$ cat src/rtl/logic_pkg.sv
// Shared definitions for the pipelined logic unit: op encodings and the
// width-agnostic bitwise operation used by the datapath.
package logic_pkg;

  localparam int MAX_W = 64;

  localparam logic [2:0] OP_AND   = 3'd0;
  localparam logic [2:0] OP_OR    = 3'd1;
  localparam logic [2:0] OP_NOT   = 3'd2;
  localparam logic [2:0] OP_NAND  = 3'd3;
  localparam logic [2:0] OP_NOR   = 3'd4;
  localparam logic [2:0] OP_XOR   = 3'd5;
  localparam logic [2:0] OP_XNOR  = 3'd6;
  localparam logic [2:0] OP_PASSB = 3'd7;

  // Operates at the maximum width; callers keep only their low WIDTH bits,
  // which is exact because every operation is purely bitwise.
  function automatic logic [MAX_W-1:0] logic_op(input logic [2:0]       op,
                                                input logic [MAX_W-1:0] a,
                                                input logic [MAX_W-1:0] b);
    logic [MAX_W-1:0] r;
    case (op)
      OP_AND:   r = a & b;
      OP_OR:    r = a | b;
      OP_NOT:   r = ~a;
      OP_NAND:  r = ~(a & b);
      OP_NOR:   r = ~(a | b);
      OP_XOR:   r = a ^ b;
      OP_XNOR:  r = ~(a ^ b);
      default:  r = b;
    endcase
    return r;
  endfunction

endpackage

$ cat src/rtl/logic_op_comb.sv
// Pure combinational WIDTH-bit operation mux built on the shared logic_op
// function.
module logic_op_comb
  import logic_pkg::*;
#(
  parameter int WIDTH = 5
) (
  input  logic [2:0]       op,
  input  logic [WIDTH-1:0] a,
  input  logic [WIDTH-1:0] b,
  output logic [WIDTH-1:0] y
);

  logic [MAX_W-1:0] full_res;
  logic             unused_hi;

  assign full_res  = logic_op(op, MAX_W'(a), MAX_W'(b));
  assign y         = full_res[WIDTH-1:0];
  // The bits above WIDTH come from zero-extended operands and are discarded.
  assign unused_hi = ^full_res;

endmodule

$ cat src/rtl/logic_unit_pipe.sv
// Registered bitwise logic unit with a one-stage valid/ready output register,
// zero/parity flags, result chaining and a consumed-result counter.
module logic_unit_pipe
  import logic_pkg::*;
#(
  parameter int WIDTH = 5,
  parameter int CNT_W = 16
) (
  input  logic             clk,
  input  logic             rst_n,
  input  logic             in_valid,
  output logic             in_ready,
  input  logic [2:0]       op,
  input  logic             chain,
  input  logic [WIDTH-1:0] a,
  input  logic [WIDTH-1:0] b,
  output logic             out_valid,
  input  logic             out_ready,
  output logic [WIDTH-1:0] y,
  output logic             zero,
  output logic             parity,
  output logic [CNT_W-1:0] op_count
);

  logic [WIDTH-1:0] last_res;
  logic [WIDTH-1:0] a_eff;
  logic [WIDTH-1:0] res;
  logic             accept;
  logic             consume;

  assign in_ready = !out_valid || out_ready;
  assign accept   = in_valid && in_ready;
  assign consume  = out_valid && out_ready;
  assign a_eff    = chain ? last_res : a;

  logic_op_comb #(.WIDTH(WIDTH)) u_op (
    .op (op),
    .a  (a_eff),
    .b  (b),
    .y  (res)
  );

  // Operands only reach the registers through accept, so stalled or
  // undriven inputs never disturb the held result.
  always_ff @(posedge clk) begin
    if (!rst_n) begin
      out_valid <= 1'b0;
      y         <= '0;
      zero      <= 1'b1;
      parity    <= 1'b0;
      last_res  <= '0;
      op_count  <= '0;
    end else begin
      if (accept) begin
        y         <= res;
        zero      <= ~|res;
        parity    <= ^res;
        last_res  <= res;
        out_valid <= 1'b1;
      end else if (consume) begin
        out_valid <= 1'b0;
      end
      if (consume) begin
        op_count <= op_count + 1'b1;
      end
    end
  end

endmodule

$ cat config.mk
export PLATFORM = sky130hd
export DESIGN_NAME = logic_unit_pipe
export DESIGN_NICKNAME = d
export VERILOG_FILES = /design/src/rtl/logic_pkg.sv /design/src/rtl/logic_op_comb.sv /design/src/rtl/logic_unit_pipe.sv
export SDC_FILE = /design/constraint.sdc
export NUM_CORES = 1
export LEC_CHECK = 0
export BUFFER_PORTS_ARGS = -buffer_cell sky130_fd_sc_hd__buf_2
export CELL_PAD_IN_SITES_DETAIL_PLACEMENT = 1
export CELL_PAD_IN_SITES_GLOBAL_PLACEMENT = 1
export CORE_MARGIN = 2
export CORE_UTILIZATION = 35
export DETAILED_ROUTE_END_ITERATION = 8
export PLACE_DENSITY = 0.74
export SLEW_MARGIN = 20
export SYNTH_ARGS = -nofsm -noshare
export SYNTH_HDL_FRONTEND = slang
export SYNTH_SLANG_ARGS = --single-unit
$ cat constraint.sdc
create_clock -name clk -period 2.8 [get_ports clk]
set_clock_uncertainty 0.2 [all_clocks]
set_input_delay 0.28 -clock clk [delete_from_list [all_inputs] [get_ports clk]]
set_output_delay 0.28 -clock clk [all_outputs]
set_load 0.01 [all_outputs]
==> metrics.md, run 1 <==
| Metric | Value |
|---|---|
| I/O pin cnt | `43` |
| Endpoint arrival time on the critical path | `2.74 ns` |
| Number of hold buffers added after cts | `0` |
| Clock latency on the worst-skew pair | `0.26 ns` |
| Status | `completed` |
| CP Launch Type | `flip-flop` |
| Hold Fails Final Rpt | `0` |
| Peak supply drop | `230 µV` |
| Vias | `1,711` |
| GR Overflow Total | `0` |
| Wire per inst | `15.1 µm` |
| Fmax achieved | `0.364 GHz` |
| Most frequent cell after synthesis | `dfxtp_1` |
| Root Buffer | `clkbuf_8` |
| H-tree level count | `1` |
| Clock slew at reported path FFs | `0.08 ns` |
| Top cells by count, synth | `dfxtp_1 (24), a21oi_1 (15), inv_1 (14), nor2_1 (14), ha_1 (13)` |
| Area Overhead vs Synth | `31.3%` |
| Worst slew pin tran | `0.487 ns` |
| Area of the die | `5390 µm²` |
| Crit path largest cell delay | `0.41 ns` |
| Aggregate global-route resource usage | `17.4%` |
| Min Hold Slack | `0.0629 ns` |
| Count of nets after finishing | `293` |
| Slew HR | `67.3%` |
| DRT Wirelength | `4.75 mm` |
| Crit Path Category | `reg2reg` |
| Post-route insts no fill | `314` |
| Detailed Routing Iterations Pass 1 | `4` |
| Clk sinks | `24` |
| Post-synth EDFFs | `0` |
| Crit path cell chain | `mux2_2 > inv_1 > ha_1 > mux2i_1 > a311oi_1 > a211oi_4 > ha_4 > xnor2_2 > or4_1 > a31oi_1` |
| Crit path launch | `last_res[0]` |
| Placed cells | `309` |
| RSZ-0062 raised after global routing | `true` |
| CTS buffer count | `3` |
| Fill count | `599` |
| CP endpoint kind | `flip-flop` |
| Post-route DRC violation count | `0` |
| Reg2reg setup slack | `0.06 ns` |
| Routed Antenna Nets | `0` |
| Reg2Reg Launch Point | `last_res[0]` |
| Cell taking the most area after synthesis | `dfxtp_1` |
| Initial antenna violation count | `0` |
| CTS tree | `done` |
| Post-synthesis instance total | `209` |
| Port Buf Inserts | `42` |
| Final cycle utilization of the critical path | `98.0%` |
| First-pass GRT wire length | `7.51 mm` |
| Max clock buf depth | `2` |
| Seq/Total Area, Yosys | `28.5%` |
| Worst EP required | `2.80 ns` |
| Drt initial violations | `56` |
| Distinct cell type count after synthesis | `49` |
| Starting Density | `35.9%` |
| Pwr dens | `379 nW/µm²` |
| Rows | `25` |
| Detail Placement HPWL | `3.61 mm` |
| Min-delay src | `in_valid` |
| Largest cells by area after synthesis | `dfxtp_1 (29%), ha_1 (9.7%), a21oi_1 (4.5%)` |
| #FFs+latches synth | `24` |
| Yosys warns | `0` |
| Async S/R FF share, synth | `0%` |
| Pin count of the biggest net entering global routing | `21` |
| Chip Width | `73.4 µm` |
| Slew Viols, Final | `0` |
| Number of global-route vias before repair | `1,649` |
| Total of max-cap violations | `0` |
| Core area | `4690 µm²` |
| Slowest-stage cell, CP | `a311oi_1` |
| # setup viols final | `0` |
| GPL Wtd Cong | `0.810` |
| Via/cell ratio | `5.45` |
| Lkg Pwr | `0.953 nW` |
| Post-Syn Nets | `240` |
| Inserted Diodes | `0` |
| Syn Std Cell Area | `1690 µm²` |
| Post-synth top area share | `28.5%` |
| Synth Area per Inst | `8.06 µm²` |
| Period minus WS final | `2.74 ns` |
| Hold Crit Class | `in2reg` |
| Prevailing post-synth register cell | `dfxtp_1` |
| Fraction of layout cells with a size suffix above 1 | `34.2%` |
| CP Max Fanout | `3` |
| Die Y | `73.4 µm` |
-- logic make-up after synthesis --
| family | count (synthesis) | synth area share [%] |
|---|---|---|
| simple gates | 80 | 26.6 |
| compound gates | 45 | 17.7 |
| buf+inv | 27 | 6.31 |
| flops | 24 | 28.5 |
| fa+ha+maj | 13 | 9.65 |
| xor+xnor | 11 | 5.72 |
| mux | 9 | 5.57 |
-- worst paths after layout --
| check | to | depth (start not counted) |
|---|---|---|
| min reg2reg | op_count[15] | 2 |
| max | parity | 10 |
| min | out_valid | 3 |
| max reg2reg | parity | 10 |
-- state kept, by name, indices dropped and copies added, names as in the netlist --
register   count
out_valid      1
zero           1
parity         1
op_count      16
last_res       5
-- worst max-delay path: cells and delay by family, from the launching register on --
| kind | cells | cell delay, ns |
|---|---|---|
| AND/OR/NAND/NOR | 1 | 0.40 |
| adder cells (fa/ha/maj) | 2 | 0.47 |
| AO/OA/AOI/OAI | 3 | 0.67 |
| XOR/XNOR | 1 | 0.13 |
| buffers and inverters | 1 | 0.07 |
| multiplexers | 2 | 0.43 |
| flip-flops | 1 | 0.32 |
-- stage by stage --
stage               utilization [%]  power [W]  TNS, ns  worst slack, ns  cell area [µm²]
finish                         47.2   0.000839        0           0.0554             2210
global route                   47.2   0.000887  -0.0413          -0.0413             2210
detailed placement             44.6   0.000616   -0.266           -0.266             2090
CTS                            46.5   0.000835        0           0.0247             2180
floorplan                         -   0.000526        0           0.0115             1740
global placement               44.6   0.000608   -0.200           -0.200             2090
-- what timing repair did --
action                     in CTS  in global routing
buffers inserted                2                  0
resized for setup               7                  7
pin swaps                       8                  6
setup endpoints to repair       1                  1
-- final cells by class --
cell class | instances | area, µm² | share of cell area (%)
Tap cell | 54 | 67.6 | 3.05
Inverter | 15 | 56.3 | 2.54
Multi-Input combinational cell | 158 | 1210 | 54.6
Sequential cell | 24 | 483 | 21.8
Timing Repair Buffer | 60 | 358 | 16.2
Clock buffer | 3 | 41.3 | 1.87
-- where the power goes --
group          total (W)  switching [W]  internal, W
registers       0.000364      0.0000100     0.000354
clock network   0.000205       0.000109    0.0000962
logic           0.000270       0.000132     0.000138
total           0.000839       0.000251     0.000588
-- metal layers --
metal,GRT usage [%],routed length (µm)
met1,23.4,2290
met4,1.62,12
met5,0,0
met2,29.8,2290
met3,3.57,152
-- layout by cell type (no fill, tap or decap), types with 6 or more instances in the layout --
| cell | Yosys | routed |
|---|---|---|
| nor2_1 | 14 | 13 |
| inv_1 | 14 | 13 |
| buf_2 | 4 | 42 |
| buf_4 | 0 | 17 |
| nand2_1 | 12 | 12 |
| ha_1 | 13 | 9 |
| dfxtp_1 | 24 | 22 |
| o21ai_0 | 8 | 8 |
| a21oi_1 | 15 | 13 |
| nand3_1 | 11 | 11 |
| nand2b_1 | 6 | 6 |
Power figures use the tool's default switching activity.
==> run 2, diff against run 1 <==
Settings changed: RECOVER_POWER set to 25.
==> run 2 against run 1 <==
Against the previous run: worst setup slack got worse by 0.0013 ns; largest cell class unchanged; design area down 0.51%; non-clock buffer count unchanged; power is 0.13% lower; count of clock-buffer cells in the layout is the same; utilization fell by 0.24 points; register-to-register slack hardly changed; combinational power about the same; largest power group unchanged; critical path depth did not move.
==> metrics.md, run 2 (same netlist as run 1, synthesis figures left out) <==
| Metric | Value |
|---|---|
| CP endpoint kind | `flip-flop` |
| Wire per inst | `15.1 µm (about the same)` |
| Number of global-route vias before repair | `1,649 (unchanged)` |
| Endpoint arrival time on the critical path | `2.74 ns (about the same)` |
| Crit path largest cell delay | `0.41 ns (about the same)` |
| Area Overhead vs Synth | `30.7%` |
| Slew Viols, Final | `0 (unchanged)` |
| Area of the multi-input gates | `1210 µm² (unchanged)` |
| Status | `completed` |
| Top flop regs | `op_count x16, last_res x5` |
| Slew HR | `67.0% (-0.31 points)` |
| Starting Density | `35.9% (unchanged)` |
| Area of the die | `5390 µm² (unchanged)` |
| Lkg Pwr | `0.919 nW (-3.5%)` |
| Most flop-heavy register | `op_count` |
| CP Launch Type | `flip-flop` |
| Crit Path Category | `reg2reg` |
| GR Util met2 | `29.8% (unchanged)` |
| CP Max Fanout | `3 (unchanged)` |
| H-tree level count | `1 (unchanged)` |
| Peak supply drop | `230 µV (+0.20%)` |
| Detail Placement HPWL | `3.61 mm (unchanged)` |
| DRT Wirelength | `4.75 mm (about the same)` |
| Rows | `25 (unchanged)` |
| Crit path cell chain | `mux2_2 > inv_1 > ha_1 > mux2i_1 > a311oi_1 > a211oi_4 > ha_4 > xnor2_2 > or4_1 > a31oi_1` |
| CTS buffer count | `3 (unchanged)` |
| Min Hold Slack | `0.0630 ns (+0.0000163 ns)` |
| Slowest-stage cell, CP | `a311oi_1` |
| Pwr dens | `381 nW/µm² (+0.38%)` |
| Commonest non-fill, non-tap cells in the layout | `buf_2 (33), dfxtp_1 (22), buf_4 (17)` |
| GR Overflow Total | `0 (unchanged)` |
| Fraction of layout cells with a size suffix above 1 | `30.8% (-3.5 points)` |
| # setup viols final | `0 (unchanged)` |
| Clock latency on the worst-skew pair | `0.26 ns (about the same)` |
| GRT Max-Usage Layer | `met2` |
| Hold Crit Class | `in2reg` |
| Number of hold buffers added after cts | `0 (unchanged)` |
| Commonest non-fill, non-tap cell in the layout | `buf_2` |
| Pin count of the biggest net entering global routing | `21 (unchanged)` |
| RSZ-0062 raised after global routing | `true` |
| Die Y | `73.4 µm (unchanged)` |
| Register Area | `483 µm² (unchanged)` |
| Clk sinks | `24 (unchanged)` |
| Vias | `1,706 (-0.29%)` |
| Fill count | `599 (unchanged)` |
| Post-route DRC violation count | `0 (unchanged)` |
| Final cycle utilization of the critical path | `98.1% (about the same)` |
| Total power draw | `0.000838 W (-0.13%)` |
| Max clock buf depth | `2 (unchanged)` |
| Number of flip-flops in the largest register | `16 (unchanged)` |
| Met1 Track Usage GR | `23.4% (unchanged)` |
| Worst slew pin tran | `0.492 ns (+0.00467 ns)` |
| Worst EP required | `2.80 ns (about the same)` |
| Via/cell ratio | `5.43 (-0.29%)` |
| I/O pin cnt | `43 (unchanged)` |
| First-pass GRT wire length | `7.51 mm (unchanged)` |
| Post-route insts no fill | `314 (unchanged)` |
| Drt initial violations | `52 (-7.1%)` |
| Detailed Routing Iterations Pass 1 | `4 (unchanged)` |
| GPL Wtd Cong | `0.810 (unchanged)` |
| Inserted Diodes | `0 (unchanged)` |
| Total of max-cap violations | `0 (unchanged)` |
| Clock slew at reported path FFs | `0.08 ns (about the same)` |
| Count of nets after finishing | `293 (unchanged)` |
| Hold Fails Final Rpt | `0 (unchanged)` |
| Period minus WS final | `2.75 ns (+0.00135 ns)` |
| Aggregate global-route resource usage | `17.4% (unchanged)` |
| Post-layout util | `46.9% (-0.24 points)` |
| Chip Width | `73.4 µm (unchanged)` |
| Routed Antenna Nets | `0 (unchanged)` |
| Placed cells | `309 (unchanged)` |
| Root Buffer | `clkbuf_8` |
| Core area | `4690 µm² (unchanged)` |
| CTS tree | `done` |
| Port Buf Inserts | `42 (unchanged)` |
| Initial antenna violation count | `0 (unchanged)` |
| Fmax achieved | `0.364 GHz (about the same)` |
| Met3 usage in global routing | `3.57% (unchanged)` |
-- run 2: final cells by class --
type | instances | area share, %
Multi-Input combinational cell | 158 | 54.8
Sequential cell | 24 | 21.9
Timing Repair Buffer | 60 | 15.7
Tap cell | 54 | 3.07
Inverter | 15 | 2.56
Clock buffer | 3 | 1.88
-- run 2: worst paths after layout --
check	start	endpoint	slack (ns)	depth (start not counted)
setup / recovery	last_res[0]	parity	0.05	10
hold / removal	in_valid	out_valid	0.06	3
setup reg to reg	last_res[0]	parity	0.05	10
hold reg to reg	op_count[15]	op_count[15]	0.29	2
-- run 2: report_power, final --
part	switching, W	internal (W)	leakage (nW)
Sequential	0.0000100	0.000354	0.196
Combinational	0.000133	0.000136	0.702
Clock	0.000109	0.0000962	0.0216
Total	0.000252	0.000586	0.919
-- run 2: layer usage --
metal	routed length, µm	up-vias
li1	-	861
met1	2290	809
met2	2270	32
met3	155	4
met4	32	0
met5	0	-
-- run 2: repair_timing --
| action | 4_1_cts | 5_1_grt |
|---|---|---|
| setup buffers | 2 | 0 |
| pin swaps | 8 | 6 |
| gates resized for setup | 7 | 7 |
| setup endpoints to repair | 1 | 1 |
-- run 2: worst max-delay path: cells and delay by family, from the launching register on --
family                   cells  cell delay, ns
flip-flops                   1            0.32
multiplexers                 2            0.43
buffers and inverters        1            0.07
adder cells (fa/ha/maj)      2            0.47
AND/OR/NAND/NOR              1            0.40
XOR/XNOR                     1            0.13
AO/OA/AOI/OAI                3            0.67
-- run 2: per-stage QoR --
stage	setup TNS, ns	instance area, µm²	setup WS, ns
after CTS	0	2180	0.0247
after floorplan	0	1740	0.0115
after global placement	-0.200	2090	-0.200
after detailed placement	-0.266	2090	-0.266
after global routing	-0.0413	2200	-0.0413
final	0	2200	0.0540
